===== src/rtl/mem_wb_skid_stage.sv =====
// ---------------------------------------------------------------------------
// mem_wb_skid_stage
//
// MEM->WB pipeline stage with a valid/ready handshake and a two-entry skid
// buffer. MEM may keep issuing for one cycle after WB drops out_ready.
// in_ready comes straight from the state register, so there is no
// combinational path from out_ready back to in_ready.
//
// Ports
//   clk          clock, all state updates on posedge
//   rst_n        asynchronous active-low reset
//   flush        synchronous squash of every held entry
//   in_valid     MEM presents a payload
//   in_ready     stage can accept (registered, low only when both entries full)
//   in_write     register-file write enable
//   in_quarter   quarter select
//   in_wreg      destination register index
//   in_wdata     writeback data
//   out_valid    WB payload valid
//   out_ready    WB consumes the payload
//   out_write    write enable, forced low while out_valid is low
//   out_quarter  quarter select of the head entry
//   out_wreg     destination register of the head entry
//   out_wdata    data of the head entry
//   occ          number of entries held (0, 1 or 2)
// ---------------------------------------------------------------------------
module mem_wb_skid_stage #(
   parameter int DATA_W = 16,
   parameter int REG_W  = 4,
   parameter int QTR_W  = 2
) (
   input  logic              clk,
   input  logic              rst_n,
   input  logic              flush,
   input  logic              in_valid,
   output logic              in_ready,
   input  logic              in_write,
   input  logic [QTR_W-1:0]  in_quarter,
   input  logic [REG_W-1:0]  in_wreg,
   input  logic [DATA_W-1:0] in_wdata,
   output logic              out_valid,
   input  logic              out_ready,
   output logic              out_write,
   output logic [QTR_W-1:0]  out_quarter,
   output logic [REG_W-1:0]  out_wreg,
   output logic [DATA_W-1:0] out_wdata,
   output logic [1:0]        occ
);

   localparam int PW = 1 + QTR_W + REG_W + DATA_W;

   // The state encoding is the occupancy count, so occ is the state itself.
   typedef enum logic [1:0] {
      EMPTY = 2'd0,
      ONE   = 2'd1,
      FULL  = 2'd2
   } state_t;

   state_t          state_q, state_d;
   logic [PW-1:0]   main_q, main_d;
   logic [PW-1:0]   skid_q, skid_d;
   logic [PW-1:0]   inPayload;
   logic            mainValid, skidValid;
   logic            accept, pop;

   assign inPayload = {in_write, in_quarter, in_wreg, in_wdata};

   // Valid bits of the two storage registers follow directly from occupancy:
   // main is valid whenever anything is held, skid only when both are used.
   assign mainValid = (state_q != EMPTY);
   assign skidValid = (state_q == FULL);

   assign in_ready  = ~skidValid;
   assign out_valid = mainValid;
   assign accept    = in_valid & in_ready;
   assign pop       = out_valid & out_ready;

   assign out_write   = main_q[PW-1] & out_valid;
   assign out_quarter = main_q[DATA_W+REG_W +: QTR_W];
   assign out_wreg    = main_q[DATA_W +: REG_W];
   assign out_wdata   = main_q[DATA_W-1:0];
   assign occ         = state_q;

   // Next-state and payload steering. Main only ever loads from the input
   // when it is (or is becoming) the head with nothing queued behind it, and
   // loads from skid when the head leaves while full, which keeps the order
   // strictly first-in first-out. Flush overrides everything: a same-cycle
   // accept is dropped, and a same-cycle pop has already been taken by WB.
   always_comb begin
      state_d = state_q;
      main_d  = main_q;
      skid_d  = skid_q;
      unique case (state_q)
         EMPTY: begin
            if (accept) begin
               state_d = ONE;
               main_d  = inPayload;
            end
         end
         ONE: begin
            if (accept && !pop) begin
               state_d = FULL;
               skid_d  = inPayload;
            end else if (pop && !accept) begin
               state_d = EMPTY;
            end else if (accept && pop) begin
               main_d  = inPayload;
            end
         end
         FULL: begin
            if (pop) begin
               state_d = ONE;
               main_d  = skid_q;
            end
         end
         default: begin
            state_d = EMPTY;
         end
      endcase
      if (flush) begin
         state_d = EMPTY;
         main_d  = main_q;
         skid_d  = skid_q;
      end
   end

   // State and payload registers. Payload is cleared on reset so the head
   // fields read zero while the stage is held in reset.
   always_ff @(posedge clk or negedge rst_n) begin
      if (!rst_n) begin
         state_q <= EMPTY;
         main_q  <= '0;
         skid_q  <= '0;
      end else begin
         state_q <= state_d;
         main_q  <= main_d;
         skid_q  <= skid_d;
      end
   end

endmodule


===== config.mk =====
export PLATFORM = sky130hd
export DESIGN_NAME = mem_wb_skid_stage
export DESIGN_NICKNAME = d
export VERILOG_FILES = /design/src/rtl/mem_wb_skid_stage.sv
export SDC_FILE = /design/constraint.sdc
export NUM_CORES = 1
export LEC_CHECK = 0
export CAP_MARGIN = 10
export CORE_MARGIN = 1.5
export CORE_UTILIZATION = 54
export CTS_CLUSTER_SIZE = 14
export DETAILED_ROUTE_END_ITERATION = 8
export GPL_TIMING_DRIVEN = 1
export PLACE_DENSITY = 0.95
export SETUP_SLACK_MARGIN = 0.02
export SLEW_MARGIN = 10
export SYNTH_ARGS = -nofsm -noshare
export SYNTH_HDL_FRONTEND = slang
export SYNTH_SLANG_ARGS = --single-unit

===== constraint.sdc =====
create_clock -name clk -period 4.1 [get_ports clk]
set_input_delay 0.41 -clock clk [delete_from_list [all_inputs] [get_ports clk]]
set_output_delay 0.41 -clock clk [all_outputs]
set_load 0.05 [all_outputs]

==> impl_metrics.env, run 1 <==
export IMPL_drtAntennaViolNets=0
export IMPL_htreeDepth=2
export IMPL_drt_vias_per_instance=5.27
export IMPL_cp_slowest_cell="clkdlybuf4s50_1"
export IMPL_fill_cells=323
export IMPL_crit_family="buffers and inverters"
export IMPL_synthArstFlopShare_pct=100
export IMPL_ys_seq_area_share_pct=47.8
export IMPL_synth_cells=163
export IMPL_ys_warn_count=0
export IMPL_worst_path_buf_inv=1
export IMPL_drt_iter0_drc=46
export IMPL_tightest_slew_ns=1.09
export IMPL_clock_root_buffer="clkbuf_8"
export IMPL_coreArea_um2=4410
export IMPL_synth_cell_types=22
export IMPL_worstPathMaxFanout=8
export IMPL_end_kind="primary output"
export IMPL_clk_pin_slew_ns=0.08
export IMPL_dieArea_um2=5070
export IMPL_relSlewSlack_pct=27.3
export IMPL_cts_sinks=48
export IMPL_worst_endpoint_arrival_ns=2.04
export IMPL_grt_max_degree=49
export IMPL_status="finished clean"
export IMPL_post_cts_setup_buffer_count=0
export IMPL_initial_utilization_pct=56.9
export IMPL_cpPeakStageDelay_ns=0.69
export IMPL_synth_edff_count=0
export IMPL_critPathLaunchType="flip-flop"
export IMPL_synth_nets=191
export IMPL_post_cts_resized=0
export IMPL_p_leak_nw=1.31
export IMPL_syn2layout_area_growth_pct=18.5
export IMPL_max_freq_ghz=0.409
export IMPL_worstSetupPathType="reg -> out"
export IMPL_setup_viol=0
export IMPL_dr_total_vias=1318
export IMPL_post_route_min_period_ns=2.45
export IMPL_fin_nets=225
export IMPL_drv_cap=0
export IMPL_insertion_delay_ns=0.31
export IMPL_syn_area_per_cell_um2=15.4
export IMPL_skew_ns=0.00678
export IMPL_dieWidth_um=71.2
export IMPL_grt_pass1_wl_um=6530
export IMPL_slew_violations=0
export IMPL_finalWirelength_um=4180
export IMPL_gp_congestion=0.670
export IMPL_grt_pass1_vias=1322
export IMPL_wire_per_inst_um=16.7
export IMPL_cellPowerDensity_nw_per_um2=503
export IMPL_ys_flop_type="dfrtp_1"
export IMPL_drcViolationCount=0
export IMPL_utilization_pct=67.5
export IMPL_drive_gt1_share_pct=42.9
export IMPL_die_height_um=71.2
export IMPL_cp_required_ns=3.69
export IMPL_hold_violations=0
export IMPL_rows=24
export IMPL_vdd_drop_max_uv=286
export IMPL_period_share_pct=59.6
export IMPL_grt_ovfl_total=0
export IMPL_hpwl_um=2860
export IMPL_n_antenna_cell=0
export IMPL_port_buffers=54
export IMPL_ctsHoldBuffers=0
export IMPL_cts_buffers=5
export IMPL_syn_area_um2=2510
export IMPL_clk_path_buf_depth=2
export IMPL_rsz0062_at_grt="false"
export IMPL_hp_class="in -> async"
export IMPL_ys_ff_latch=48
export IMPL_fin_setup_tns_ns=0
export IMPL_grt_usage_pct=17.4
export IMPL_io_pin_count=55
export IMPL_cts_tree="done"
export IMPL_firstDrtPassIters=4
export IMPL_antenna_found_initial=0
export IMPL_worstPathCellList="or2_2 > and2_1 > clkdlybuf4s50_1"
-- report_power, final --
group | switching, W | internal, W | total (W) | leakage [nW]
Combinational | 0.000266 | 0.000242 | 0.000508 | 0.673
Clock | 0.000163 | 0.000180 | 0.000344 | 0.0541
Sequential | 0.0000613 | 0.000586 | 0.000647 | 0.579
Total | 0.000490 | 0.00101 | 0.00150 | 1.31
-- cell type report --
class	instances	area (um2)	area share (%)
clock buffer	5	68.8	2.31
clock inverter	3	42.5	1.43
sequential	48	1200	40.3
timing repair buffer	56	551	18.5
multi-input combinational	85	1050	35.1
tap	52	65.1	2.18
inverter	1	3.75	0.126
-- placed cells by master (no fill, tap or decap), drive strengths merged, types with 2 or more instances in the layout --
master         instances
nor2                   2
a21oi                  2
dfrtp                 48
clkbuf                 5
clkdlybuf4s50         53
mux2                  69
buf                    3
-- registers in the layout (all words and copies together) (netlist names) --
register	count
occ	2
skid_q	23
main_q	23
-- worst register-to-register path: cells and delay by family (launching register included) --
family        cells  cell delay [ns]
flops             1             0.46
mux               1             0.59
simple gates      2             1.01
-- path summary, 6_finish.rpt --
kind	start	end	slack [ns]	cells past startpoint
max	occ[0]$_DFFE_PN0P_	out_write	1.65	3
min reg2reg	skid_q[16]$_DFFE_PN0P_	skid_q[16]$_DFFE_PN0P_	0.51	1
max reg2reg	occ[1]$_DFFE_PN0P_	skid_q[17]$_DFFE_PN0P_	1.93	3
max in group asynchronous	rst_n	skid_q[13]$_DFFE_PN0P_	3.20	1
min	rst_n	main_q[1]$_DFFE_PN0P_	0.26	1
min in group clk	skid_q[16]$_DFFE_PN0P_	skid_q[16]$_DFFE_PN0P_	0.51	1
-- cells in the mapped netlist, types with 2 or more instances --
cell	number	area [um2]
a21oi_1	2	10.0
nor2_1	2	7.51
mux2_2	31	349
buf_2	2	10.0
buf_4	22	165
dfrtp_1	48	1200
mux2_4	38	571
buf_12	4	80.1
-- cells by family after synthesis --
| logic type | Yosys count | synth area share (%) |
|---|---|---|
| compound gates | 4 | 1.64 |
| mux | 70 | 37.0 |
| buf+inv | 30 | 10.8 |
| flops | 48 | 47.8 |
| simple gates | 11 | 2.79 |
-- metal layers --
metal  global-route usage, %  wire length, um  vias up
li1                        -                -      610
met1                    22.4             1830      658
met2                    27.4             2050       42
met3                    3.66              195        8
met4                    10.1              105        0
met5                       0                0        -
-- metrics by stage --
stage | cells | total power, W | hold slack [ns] | area, um2 | setup slack, ns
detailed placement | 242 | 0.00117 | 0.493 | 2870 | 1.45
floorplan | 163 | 0.00107 | 0.114 | 2510 | 2.08
global placement | 242 | 0.00115 | 0.483 | 2870 | 1.54
CTS | 250 | 0.00151 | 0.305 | 2980 | 1.63
finish | 250 | 0.00150 | 0.263 | 2980 | 1.65
global route | 250 | 0.00156 | 0.362 | 2980 | 1.58
Power figures use the tool's default switching activity.
==> run 2, diff against run 1 <==
CORE_UTILIZATION = 46   (was 54)
PLACE_DENSITY = 0.88   (was 0.95)
clock period = 2.2 ns   (was 4.1 ns; I/O delays follow)
==> run 2 against run 1 <==
Utilization down 8.8 points; clock power up 41%; total power up 76%; critical endpoint is now out_valid.
==> impl_metrics.env, run 2 (same netlist as run 1, synthesis figures left out) <==
export IMPL_placed_cell_area_um2=2940
export IMPL_antenna_found_initial=0
export IMPL_reg2reg_from="occ[1]$_DFFE_PN0P_"
export IMPL_worstPathMaxFanout=7
export IMPL_dieArea_um2=5910
export IMPL_insertion_delay_ns=0.28
export IMPL_dieWidth_um=76.9
export IMPL_cp_slowest_cell="clkdlybuf4s50_1"
export IMPL_drcViolationCount=0
export IMPL_cpPeakStageDelay_ns=0.71
export IMPL_grt_ovfl_total=0
export IMPL_placed_cells=264
export IMPL_n_antenna_cell=0
export IMPL_final_area_um2=3030
export IMPL_rsz0062_at_grt="false"
export IMPL_clk_pin_slew_ns=0.08
export IMPL_rr_worst_depth=4
export IMPL_hpwl_um=2750
export IMPL_slew_violations=0
export IMPL_syn2layout_area_growth_pct=20.7
export IMPL_die_height_um=76.9
export IMPL_end_kind="primary output"
export IMPL_drv_cap=0
export IMPL_startpoint="occ[1]$_DFFE_PN0P_"
export IMPL_grt_pass1_wl_um=6490
export IMPL_critPathLaunchType="flip-flop"
export IMPL_drt_iter0_drc=24
export IMPL_fin_setup_tns_ns=0
export IMPL_grt_pass1_vias=1330
export IMPL_setup_viol=0
export IMPL_finalWirelength_um=3960
export IMPL_period_share_pct=90.6
export IMPL_drtAntennaViolNets=0
export IMPL_worstSetupPathType="reg -> out"
export IMPL_reg2reg_slack_ns=0.57
export IMPL_io_pin_count=55
export IMPL_cp_required_ns=1.98
export IMPL_vdd_drop_max_uv=510
export IMPL_cts_tree="done"
export IMPL_drive_gt1_share_pct=43.6
export IMPL_gp_congestion=0.699
export IMPL_hold_slack_ns=0.433
export IMPL_worstPathCellList="or2_2 > clkdlybuf4s50_1"
export IMPL_post_route_min_period_ns=1.99
export IMPL_hold_violations=0
export IMPL_p_total_w=0.00264
export IMPL_grt_usage_pct=14.1
export IMPL_relSlewSlack_pct=64.9
export IMPL_rows=26
export IMPL_layout_common_cells="clkdlybuf4s50_1 (51), dfrtp_1 (48), mux2_4 (38), mux2_2 (31)"
export IMPL_port_buffers=54
export IMPL_coreArea_um2=5170
export IMPL_clock_root_buffer="clkbuf_8"
export IMPL_max_freq_ghz=0.502
export IMPL_cellPowerDensity_nw_per_um2=871
export IMPL_worst_endpoint_arrival_ns=1.77
export IMPL_reg2reg_to="main_q[17]$_DFFE_PN0P_"
export IMPL_drt_vias_per_instance=4.88
export IMPL_skew_ns=0.00282
export IMPL_fin_nets=230
export IMPL_grt_max_degree=49
export IMPL_tightest_slew_ns=0.526
export IMPL_cts_buffers=5
export IMPL_initial_utilization_pct=48.6
export IMPL_cts_sinks=48
export IMPL_clk_path_buf_depth=2
export IMPL_stdcell_count=272
export IMPL_htreeDepth=2
export IMPL_hp_class="in -> async"
export IMPL_layout_commonest_cell="clkdlybuf4s50_1"
export IMPL_p_leak_nw=1.34
export IMPL_wire_per_inst_um=14.6
export IMPL_firstDrtPassIters=3
export IMPL_dr_total_vias=1328
export IMPL_status="finished clean"
## run 2: changes by cell type in the layout (fill, tap and decap cells not counted), sizes merged
cell	change
clkinvlp	-1
bufinv	-1
dlymetal6s2s	+1
dlygate4sd3	+1
buf	+5
clkbuf	+1
clkdlybuf4s50	-2
## run 2: worst max path at each step
stage | to
floorplan | main_q[0]$_DFFE_PN0P_
global placement | main_q[8]$_DFFE_PN0P_
detailed placement | main_q[9]$_DFFE_PN0P_
CTS | out_write
global route | out_valid
finish | out_valid
## run 2: through the flow
| stage | setup WS (ns) | utilization (%) |
|---|---|---|
| 2_1_floorplan | 0.323 | - |
| 3_3_place_gp | 0.341 | 56.9 |
| 3_5_place_dp | 0.268 | 56.9 |
| 4_1_cts | 0.0409 | 58.6 |
| 5_1_grt | 0.142 | 58.6 |
| 6_report | 0.207 | 58.6 |
## run 2: repair_timing
action                                  CTS  global route
buffers inserted                          0             0
hold buffers                              1             0
gates resized for setup                   0             1
hold endpoints to repair                 48             0
endpoints found under the setup margin    0             1
## run 2: metal layers
| metal | vias to the layer above | part of all wire, % | track usage [%] |
|---|---|---|---|
| met5 | - | 0 | 0 |
| met2 | 31 | 50 | 24.2 |
| met1 | 672 | 45 | 17.4 |
| li1 | 623 | - | - |
| met3 | 2 | 4.6 | 3.93 |
| met4 | 0 | 0.50 | 3.33 |
## run 2: critical path, delay by kind of cell (launching register included)
family        cells  cell delay [ns]
simple gates      1             0.32
buf+inv           1             0.71
flops             1             0.46
## run 2: final cells by class
| class | instances | area (um2) |
|---|---|---|
| multi-input combinational | 85 | 1050 |
| inverter | 1 | 3.75 |
| fill | 407 | 2140 |
| clock inverter | 1 | 5.00 |
| tap | 70 | 87.6 |
| clock buffer | 6 | 72.6 |
| sequential | 48 | 1200 |
| timing repair buffer | 61 | 616 |
## run 2: where the power goes
| part | switching [W] | internal (W) |
|---|---|---|
| logic | 0.000494 | 0.000462 |
| registers | 0.000109 | 0.00109 |
| clock network | 0.000267 | 0.000217 |
| total | 0.000870 | 0.00177 |
